[config.mk]
export PLATFORM = sky130hd
export DESIGN_NAME = slave_mem
export DESIGN_NICKNAME = d
export VERILOG_FILES = /design/src/rtl/crossbar_pkg.sv /design/src/rtl/slave_mem_array.sv /design/src/rtl/slave_mem.sv
export SDC_FILE = /design/constraint.sdc
export NUM_CORES = 1
export LEC_CHECK = 0
export ABC_AREA = 1
export CAP_MARGIN = 5
export CORE_MARGIN = 1.5
export CORE_UTILIZATION = 45
export CTS_CLUSTER_DIAMETER = 200
export DETAILED_ROUTE_END_ITERATION = 6
export GPL_ROUTABILITY_DRIVEN = 1
export PLACE_DENSITY = 0.58
export SLEW_MARGIN = 20
export SYNTH_ARGS = -nofsm -noshare
export SYNTH_HDL_FRONTEND = slang
export SYNTH_SLANG_ARGS = --single-unit
[constraint.sdc]
create_clock -name clk -period 4.45 [get_ports clk]
set_input_delay 0.445 -clock clk [delete_from_list [all_inputs] [get_ports clk]]
set_output_delay 0.445 -clock clk [all_outputs]
set_load 0.005 [all_outputs]
[src/rtl/crossbar_pkg.sv]
// Shared crossbar definitions: command encodings, slave FSM states and the
// region-decode helper used by the slaves and the crossbar decoder.
package crossbar_pkg;

    localparam logic CMD_READ  = 1'b0;
    localparam logic CMD_WRITE = 1'b1;

    typedef enum logic [1:0] {
        S_IDLE,
        S_WAIT,
        S_RESP
    } slave_state_t;

    // True when the top sel_bits of an addr_w-bit address equal sel_value.
    // The address is zero-extended into 64 bits; sel_bits = 0 always hits.
    function automatic logic addr_hit(
        input logic [63:0] addr,
        input int unsigned sel_bits,
        input logic [63:0] sel_value,
        input int unsigned addr_w = 32
    );
        logic [63:0] mask;
        mask = ~(64'hFFFF_FFFF_FFFF_FFFF << sel_bits);
        return ((addr >> (addr_w - sel_bits)) & mask) == (sel_value & mask);
    endfunction

endpackage

[src/rtl/slave_mem_array.sv]
// Word-addressed register array: synchronous write, asynchronous read,
// synchronous clear. Indices at or beyond DEPTH read as zero and never write.
module slave_mem_array #(
    parameter int DATA_W = 32,
    parameter int DEPTH  = 16,
    parameter int IDX_W  = $clog2(DEPTH)
) (
    input  logic              clk,
    input  logic              reset,
    input  logic              we,
    input  logic [IDX_W-1:0]  waddr,
    input  logic [DATA_W-1:0] wdata,
    input  logic [IDX_W-1:0]  raddr,
    output logic [DATA_W-1:0] rdata
);

    logic [DATA_W-1:0] mem [DEPTH];
    logic              w_in_range;
    logic              r_in_range;

    // Range qualification of both ports (DEPTH need not be a power of two).
    always_comb begin
        w_in_range = {{(32-IDX_W){1'b0}}, waddr} < 32'(DEPTH);
        r_in_range = {{(32-IDX_W){1'b0}}, raddr} < 32'(DEPTH);
    end

    // Clear all words on reset, otherwise commit a qualified write.
    always_ff @(posedge clk) begin
        if (reset) begin
            mem <= '{default: '0};
        end else if (we && w_in_range) begin
            mem[waddr] <= wdata;
        end
    end

    // Combinational read port.
    always_comb begin
        rdata = '0;
        if (r_in_range) begin
            rdata = mem[raddr];
        end
    end

endmodule

[src/rtl/slave_mem.sv]
// Memory-backed crossbar slave: region decode, request capture, programmable
// wait states and a one-cycle ack with an out-of-range error flag.
module slave_mem
    import crossbar_pkg::*;
#(
    parameter int DATA_W    = 32,
    parameter int ADDR_W    = 32,
    parameter int SEL_BITS  = 1,
    parameter int SEL_VALUE = 0,
    parameter int DEPTH     = 16,
    parameter int WAIT      = 1
) (
    input  logic              clk,
    input  logic              reset,
    input  logic              i_req,
    input  logic              i_cmd,
    input  logic [ADDR_W-1:0] i_addr,
    input  logic [DATA_W-1:0] i_wdata,
    output logic              ack,
    output logic              o_err,
    output logic [DATA_W-1:0] o_rdata
);

    localparam int IDX_W = $clog2(DEPTH);
    localparam logic [ADDR_W-1:0] ALL1 = '1;
    // Address bits between the word index and the select field.
    localparam logic [ADDR_W-1:0] HI_MASK = (ALL1 >> SEL_BITS) & (ALL1 << (IDX_W + 2));

    slave_state_t      state;
    slave_state_t      state_nxt;
    logic [3:0]        wait_cnt;
    logic              cmd_q;
    logic [IDX_W-1:0]  idx_q;
    logic [DATA_W-1:0] wdata_q;
    logic              err_q;
    logic [DATA_W-1:0] rdata_q;
    logic [IDX_W-1:0]  idx;
    logic              hit;
    logic              range_err;
    logic              arr_we;
    logic [DATA_W-1:0] arr_rdata;

    // Decode and range evaluation of the incoming request.
    always_comb begin
        idx       = i_addr[IDX_W+1:2];
        hit       = i_req && addr_hit(64'(i_addr), SEL_BITS, 64'(SEL_VALUE), ADDR_W);
        range_err = ({{(32-IDX_W){1'b0}}, idx} >= 32'(DEPTH)) || (|(i_addr & HI_MASK));
    end

    // FSM state register.
    always_ff @(posedge clk or posedge reset) begin
        if (reset) begin
            state <= S_IDLE;
        end else begin
            state <= state_nxt;
        end
    end

    // Next state and response outputs. o_rdata shows the array word during a
    // read response and the held value at all other times.
    always_comb begin
        state_nxt = state;
        ack       = 1'b0;
        o_err     = 1'b0;
        o_rdata   = rdata_q;
        arr_we    = 1'b0;
        case (state)
            S_IDLE: begin
                if (hit) begin
                    state_nxt = (WAIT > 0) ? S_WAIT : S_RESP;
                end
            end
            S_WAIT: begin
                if (wait_cnt == 4'd0) begin
                    state_nxt = S_RESP;
                end
            end
            S_RESP: begin
                state_nxt = S_IDLE;
                ack       = 1'b1;
                o_err     = err_q;
                if (cmd_q == CMD_WRITE) begin
                    arr_we = !err_q;
                end else begin
                    o_rdata = err_q ? '0 : arr_rdata;
                end
            end
            default: state_nxt = S_IDLE;
        endcase
    end

    // Capture registers, wait counter and held read data.
    always_ff @(posedge clk or posedge reset) begin
        if (reset) begin
            wait_cnt <= '0;
            cmd_q    <= CMD_READ;
            idx_q    <= '0;
            wdata_q  <= '0;
            err_q    <= 1'b0;
            rdata_q  <= '0;
        end else begin
            if (state == S_IDLE && hit) begin
                cmd_q    <= i_cmd;
                idx_q    <= idx;
                wdata_q  <= i_wdata;
                err_q    <= range_err;
                wait_cnt <= (WAIT > 0) ? 4'(WAIT - 1) : '0;
            end else if (state == S_WAIT && wait_cnt != 4'd0) begin
                wait_cnt <= wait_cnt - 4'd1;
            end
            if (state == S_RESP && cmd_q == CMD_READ) begin
                rdata_q <= o_rdata;
            end
        end
    end

    slave_mem_array #(
        .DATA_W (DATA_W),
        .DEPTH  (DEPTH),
        .IDX_W  (IDX_W)
    ) u_array (
        .clk    (clk),
        .reset  (reset),
        .we     (arr_we),
        .waddr  (idx_q),
        .wdata  (wdata_q),
        .raddr  (idx_q),
        .rdata  (arr_rdata)
    );

endmodule

==> results of run 1 <==
-- registers in the layout, summed over array words and instances, names as in the netlist --
signal / cells
cmd_q: 1
err_q: 1
idx_q: 4
rdata_q: 32
state: 2
u_array.mem: 512
wait_cnt: 4
wdata_q: 32
-- metrics by stage --
| step | power (mW) | setup slack, ps |
|---|---|---|
| global placement | 6.873 | 1151 |
| CTS | 12.48 | 561.6 |
| floorplan | 6.308 | 633.2 |
| finish | 12.42 | 584.0 |
| global route | 12.82 | 332.9 |
| detailed placement | 6.870 | 1146 |
-- synth_stat cells --
library cell	number	area share, %
nor4_1	1	0.023
buf_1	11	0.15
clkbuf_2	9	0.17
dfxtp_1	512	38
inv_2	13	0.18
nand2_2	1	0.023
nand2_1	1556	22
or2_2	3	0.070
o22ai_1	1	0.023
dfrtp_1	76	7.1
clkinv_2	10	0.19
a21oi_1	130	2.4
nand3_4	10	0.65
o21ai_1	64	1.2
nand3_1	7	0.13
inv_1	140	2.0
nor3_4	1	0.061
o21ai_0	488	9.1
buf_12	1	0.075
clkinv_1	1	0.014
ha_1	2	0.094
nor2_1	780	11
clkbuf_1	210	2.9
nand3_2	4	0.15
nor3_1	5	0.094
buf_6	36	1.5
buf_2	28	0.52
-- worst register-to-register path, stage by stage (launching register included) --
cell      delay, ps
dfrtp_4         620
inv_8           410
buf_12          330
nand2_1         120
inv_2           180
nand3_4         510
clkinv_2        820
nor2_1           90
nor2_1          140
-- metal layers --
metal | vias up | wire length (µm) | GRT usage, %
li1 | 12520 | - | -
met1 | 11175 | 40550 | 40.10
met2 | 574 | 38710 | 44.92
met3 | 125 | 5123 | 4.005
met4 | 0 | 2011 | 7.963
met5 | - | 0 | 0
-- final cells by class --
cell class	count	area (µm²)	share of cell area, %
Tap cell	773	967.2	3.221
Clock inverter	17	167.7	0.5583
Antenna cell	1	2.502	0.008333
Sequential cell	588	12160	40.49
Clock buffer	105	2087	6.949
Timing Repair Buffer	150	1449	4.825
Inverter	164	645.6	2.150
Multi-Input combinational cell	3053	12550	41.80
-- path summary, 6_finish.rpt --
check,slack (ps),to
setup / recovery,580,o_rdata[26]
max in group asynchronous,3010,wdata_q[13]
min in group clk,380,wdata_q[9]
hold / removal,350,rdata_q[14]
setup reg to reg,1160,u_array.mem[233]
hold reg to reg,440,u_array.mem[445]
-- layout by cell type (no fill, tap or decap), types with 5 or more instances in the layout --
cell type and n:
clkdlybuf4s50_1 99, nand3_1 5, clkbuf_8 14, dfrtp_1 74, nand3_4 10, o21ai_1 64
clkbuf_16 73, nor2_1 779, inv_1 139, nand2_1 1556, buf_12 6, nand3_2 6
a21oi_1 130, clkbuf_1 18, dfxtp_1 512, clkinv_2 21, o21ai_0 488, buf_4 45
nor3_1 5, inv_2 12
-- cell families after synthesis --
kind of cell / count (synthesis)
fa+ha+maj: 2
buf+inv: 459
compound gates: 683
flops: 588
simple gates: 2368
-- power by group through the flow --
stage / clock network [mW] / logic, mW / registers (mW)
after floorplan: 0 / 0.786 / 5.52
after global placement: 0 / 1.11 / 5.76
after detailed placement: 0 / 1.11 / 5.76
after CTS: 5.72 / 1.11 / 5.64
after global routing: 5.96 / 1.20 / 5.67
final: 5.65 / 1.12 / 5.65
==> out/metrics.cfg, run 1 <==
[yosys]
synth-seq-cells=588
yosysWarnings=0
synth_top_family_by_area=simple AND/OR/NAND/NOR gates
synthAdderAreaFrac_pct=0.09353
ys_types=27
netlist_instances=4100
synth-compound-area-share_pct=12.78
muxShareOfSynthArea_pct=0
ys_seq_area_share_pct=45.42
avgSynthCellArea_um2=6.526
yosys.area_share.simple_pct=33.98
synthXorXnorAreaFrac_pct=0
syn_area_um2=26760
syn_nets=4170

[power]
internal-power_mw=8.951
power_leakage_nw=13.32
pwr-share-clk_pct=45.5
p_sw_mw=3.464
swShare_pct=27.90
powerDensity_nw_per_um2=413.4
p_comb_share_pct=9.0
ir_drop_v=0.0003556
seqPwrFrac_pct=45.5

[routing]
dr.pass1.iters=5
antenna_left=0
wl_um=86400
avgViaCountPerCell=5.029
wl_per_cell_um=17.81
vias=24394
drt_iter0_drc=2106
drc_errors=0

[clock_tree]
cts.sinks=588
numCtsBuffers=68
cts_root_buffer=clkbuf_16
ctsResizeCount=0
h-tree-depth=3
ctsLongestPathBuffers=3
clock_latency_ps=600
cts_tree=built
hold_buffers=0
post-cts-setup-buffers=0
clk_pin_slew_ps=60

[setup_path]
cp_num_cells=11
start_kind=flop
critPathSlowestCell=dfrtp_4
path_cells=inv_8 > buf_12 > nand2_1 > nand2_1 > nand2_1 > nand2_1 > nand2_1 > nand2_1 > o21ai_1 > nand2_1 > clkdlybuf4s50_1
crit_arrival_ps=3420
crit_start=idx_q[0]
critPathMaxStageDelay_ps=620
reg2reg_depth=8
end_kind=primary output
critPathMaxFanout=87
worstPathRequired_ps=4010
crit_type=flop to primary output
path_buf_inv=3
crit_top_cell=nand2_1
critPathTopFamily=buffers and inverters
r2r_start=idx_q[0]

[placed_design]
place_congestion=0.7589
dp_hpwl_um=45040
numPortBuffers=99
place_inst=4728
placedInstanceArea_um2=27770

[floorplan]
coreArea_um2=58910
io_pins=102
die_y_um=246.8
core.rowCount=89
start_util_pct=45.42
dieWidth_um=246.8
die-area_um2=60930

[global_route]
antenna_found_initial=1
track_usage_pct=28.34
grt_pass1_wl_um=132100
grt_max_degree=137
first_global_vias=21960
grt_overflow=0

[sta]
hold_viol=0
rsz0062_at_grt=false
finalSetupViolCount=0
whs_ps=354.1
min_period_ps=3866
worst_slew_pin_slew_ps=1029
slew_viol_final=0
tns_ps=0
clock.fmax_mhz=258.7
fin_crit_sh_pct=86.88
skew_ps=14.61
slew_headroom_pct=31.40

[status]
status=finished clean

[layout]
fill_cells=6182
syn_to_final_growth_pct=12.24
final_core_util_pct=50.98
fin_cells=4851
nets=4095
drive_gt1_share_pct=5.004
final_area_um2=30030

[hold_path]
hp-class=primary input to asynchronous set/reset pin

[flow_run]
max_cap_violations=0

Power figures use the tool's default switching activity.
==> run 2: changes to the inputs <==
Settings changed: CTS_CLUSTER_DIAMETER 200 to 50, CTS_CLUSTER_SIZE set to 8.
==> run 2 against run 1 <==
  * Setup slack lost 36 ps
  * Critical path depth is the same
  * Final cell count is essentially flat
  * Die area is the same
==> out/metrics.cfg, run 2 (same netlist as run 1, synthesis figures left out) <==
[global_route]
antenna_found_initial=1  ; unchanged
grt_max_degree=137  ; unchanged
track_usage_pct=28.46  ; +0.11 points
gr-usage-met1_pct=40.26  ; +0.17 points
top_usage_layer=met2
grt_util_met2_pct=45.33  ; +0.41 points
first_global_vias=22069  ; +0.50%
grtUsageMet3_pct=3.853  ; -0.15 points
grt_overflow=0  ; unchanged
grt_pass1_wl_um=133100  ; +0.79%

[placed_design]
placedInstanceArea_um2=27770  ; unchanged
dp_slack_ps=1146  ; unchanged
place_congestion=0.7589  ; unchanged
place_inst=4728  ; unchanged
numPortBuffers=99  ; unchanged
dp_hpwl_um=45040  ; unchanged

[clock_tree]
cts.sinks=588  ; unchanged
hold_buffers=0  ; unchanged
ctsLongestPathBuffers=3  ; unchanged
cts_root_buffer=clkbuf_16
clock_latency_ps=620  ; +20 ps
numCtsBuffers=85  ; +25%
post-cts-setup-buffers=0  ; unchanged
h-tree-depth=3  ; unchanged
clk_pin_slew_ps=50  ; about the same
cts_tree=built
ctsResizeCount=0  ; unchanged

[sta]
rsz0062_at_grt=false
fin_crit_sh_pct=87.68  ; +0.80 points
finalSetupViolCount=0  ; unchanged
worst_slew_pin_slew_ps=1014  ; -14.87 ps
hold_viol=0  ; unchanged
slew_viol_final=0  ; unchanged
layout_setup_ws_ps=548.3  ; -35.73 ps
skew_ps=18.20  ; +3.593 ps
slew_headroom_pct=32.39  ; +0.99 points
min_period_ps=3902  ; +35.73 ps
tns_ps=0  ; unchanged
clock.fmax_mhz=256.3  ; -0.92%

[layout]
fill_cells=6141  ; -0.66%
largest_reg_flops=512  ; unchanged
fin_cells=4853  ; +0.041%
final_cell_mix=nand2_1 (1556), nor2_1 (779), dfxtp_1 (512)
syn_to_final_growth_pct=12.79
drive_gt1_share_pct=4.779  ; -0.22 points
final_area_um2=30180  ; +0.49%
top_register=u_array.mem
nets=4112  ; +0.42%
top_regs=u_array.mem x512, rdata_q x32, wdata_q x32
final_common_cell=nand2_1
num_antenna_cells=0  ; -1

[routing]
drc_errors=0  ; unchanged
wl_per_cell_um=17.89  ; +0.44%
vias=24520  ; +0.52%
avgViaCountPerCell=5.053  ; +0.48%
antenna_left=0  ; unchanged
drt_iter0_drc=2106  ; unchanged
wl_um=86810  ; +0.48%
dr.pass1.iters=5  ; unchanged

[floorplan]
dieWidth_um=246.8  ; unchanged
coreArea_um2=58910  ; unchanged
io_pins=102  ; unchanged
die-area_um2=60930  ; unchanged
die_y_um=246.8  ; unchanged
start_util_pct=45.42  ; unchanged
core.rowCount=89  ; unchanged

[setup_path]
end_kind=primary output
worstPathRequired_ps=4010  ; about the same
reg2reg_depth=8  ; unchanged
r2r_end=u_array.mem[233]
r2r_slack_ps=1170  ; about the same
r2r_start=idx_q[0]
crit_type=flop to primary output
crit_arrival_ps=3460  ; +40 ps
start_kind=flop
critPathMaxFanout=69  ; -21%

[power]
powerDensity_nw_per_um2=422.4  ; +2.2%
p_total_mw=12.75  ; +2.7%
ir_drop_v=0.0002638  ; -26%
power_leakage_nw=13.38  ; +0.46%

[status]
status=finished clean

[hold_path]
hp-class=primary input to asynchronous set/reset pin

[flow_run]
max_cap_violations=0  ; unchanged

run 2: how the worst max path moves through the flow:
stage	start	endpoint	slack (ps)	cells past startpoint
after CTS	idx_q[0]	o_rdata[14]	550	11
after global routing	idx_q[0]	o_rdata[14]	330	11
after detailed placement	idx_q[0]	u_array.mem[233]	1150	8
final	idx_q[0]	o_rdata[14]	550	11
after floorplan	reset	cmd_q	630	3
after global placement	idx_q[0]	u_array.mem[255]	1150	8
run 2: routing by layer:
metal	vias to the layer above	share of wire, %
met5	-	0
met4	0	2.0
met3	112	6.1
met2	614	45
met1	11252	47
li1	12542	-
run 2: metrics by stage:
stage                     utilization, %  hold slack [ps]
after floorplan                        -            423.7
after global placement             47.15            432.0
after detailed placement           47.15            434.6
after CTS                          51.23            341.7
after global routing               51.23            373.5
final                              51.23            355.1
run 2: cell type report:
class	count	area, µm²	area share (%)
multi-input cells	3053	12550	41.60
inverters	164	645.6	2.139
flip-flops and latches	588	12160	40.29
well taps	773	967.2	3.205
repair buffers	150	1449	4.801
clock inverters	2	10.01	0.03317
clock buffers	123	2395	7.935
run 2: power by group:
part / internal, mW / total, mW / switching, mW
registers: 5.35 / 5.66 / 0.318
clock network: 3.65 / 5.97 / 2.32
logic: 0.216 / 1.12 / 0.901
run 2: worst max-delay path: stages, from the launching register on:
cell,delay (ps)
dfrtp_4,620
inv_8,410
buf_4,450
nand2_1,90
nand2_1,70
nand2_1,50
nand2_1,100
nand2_1,50
nand2_1,90
o21ai_1,210
nand2_1,160
clkdlybuf4s50_1,510
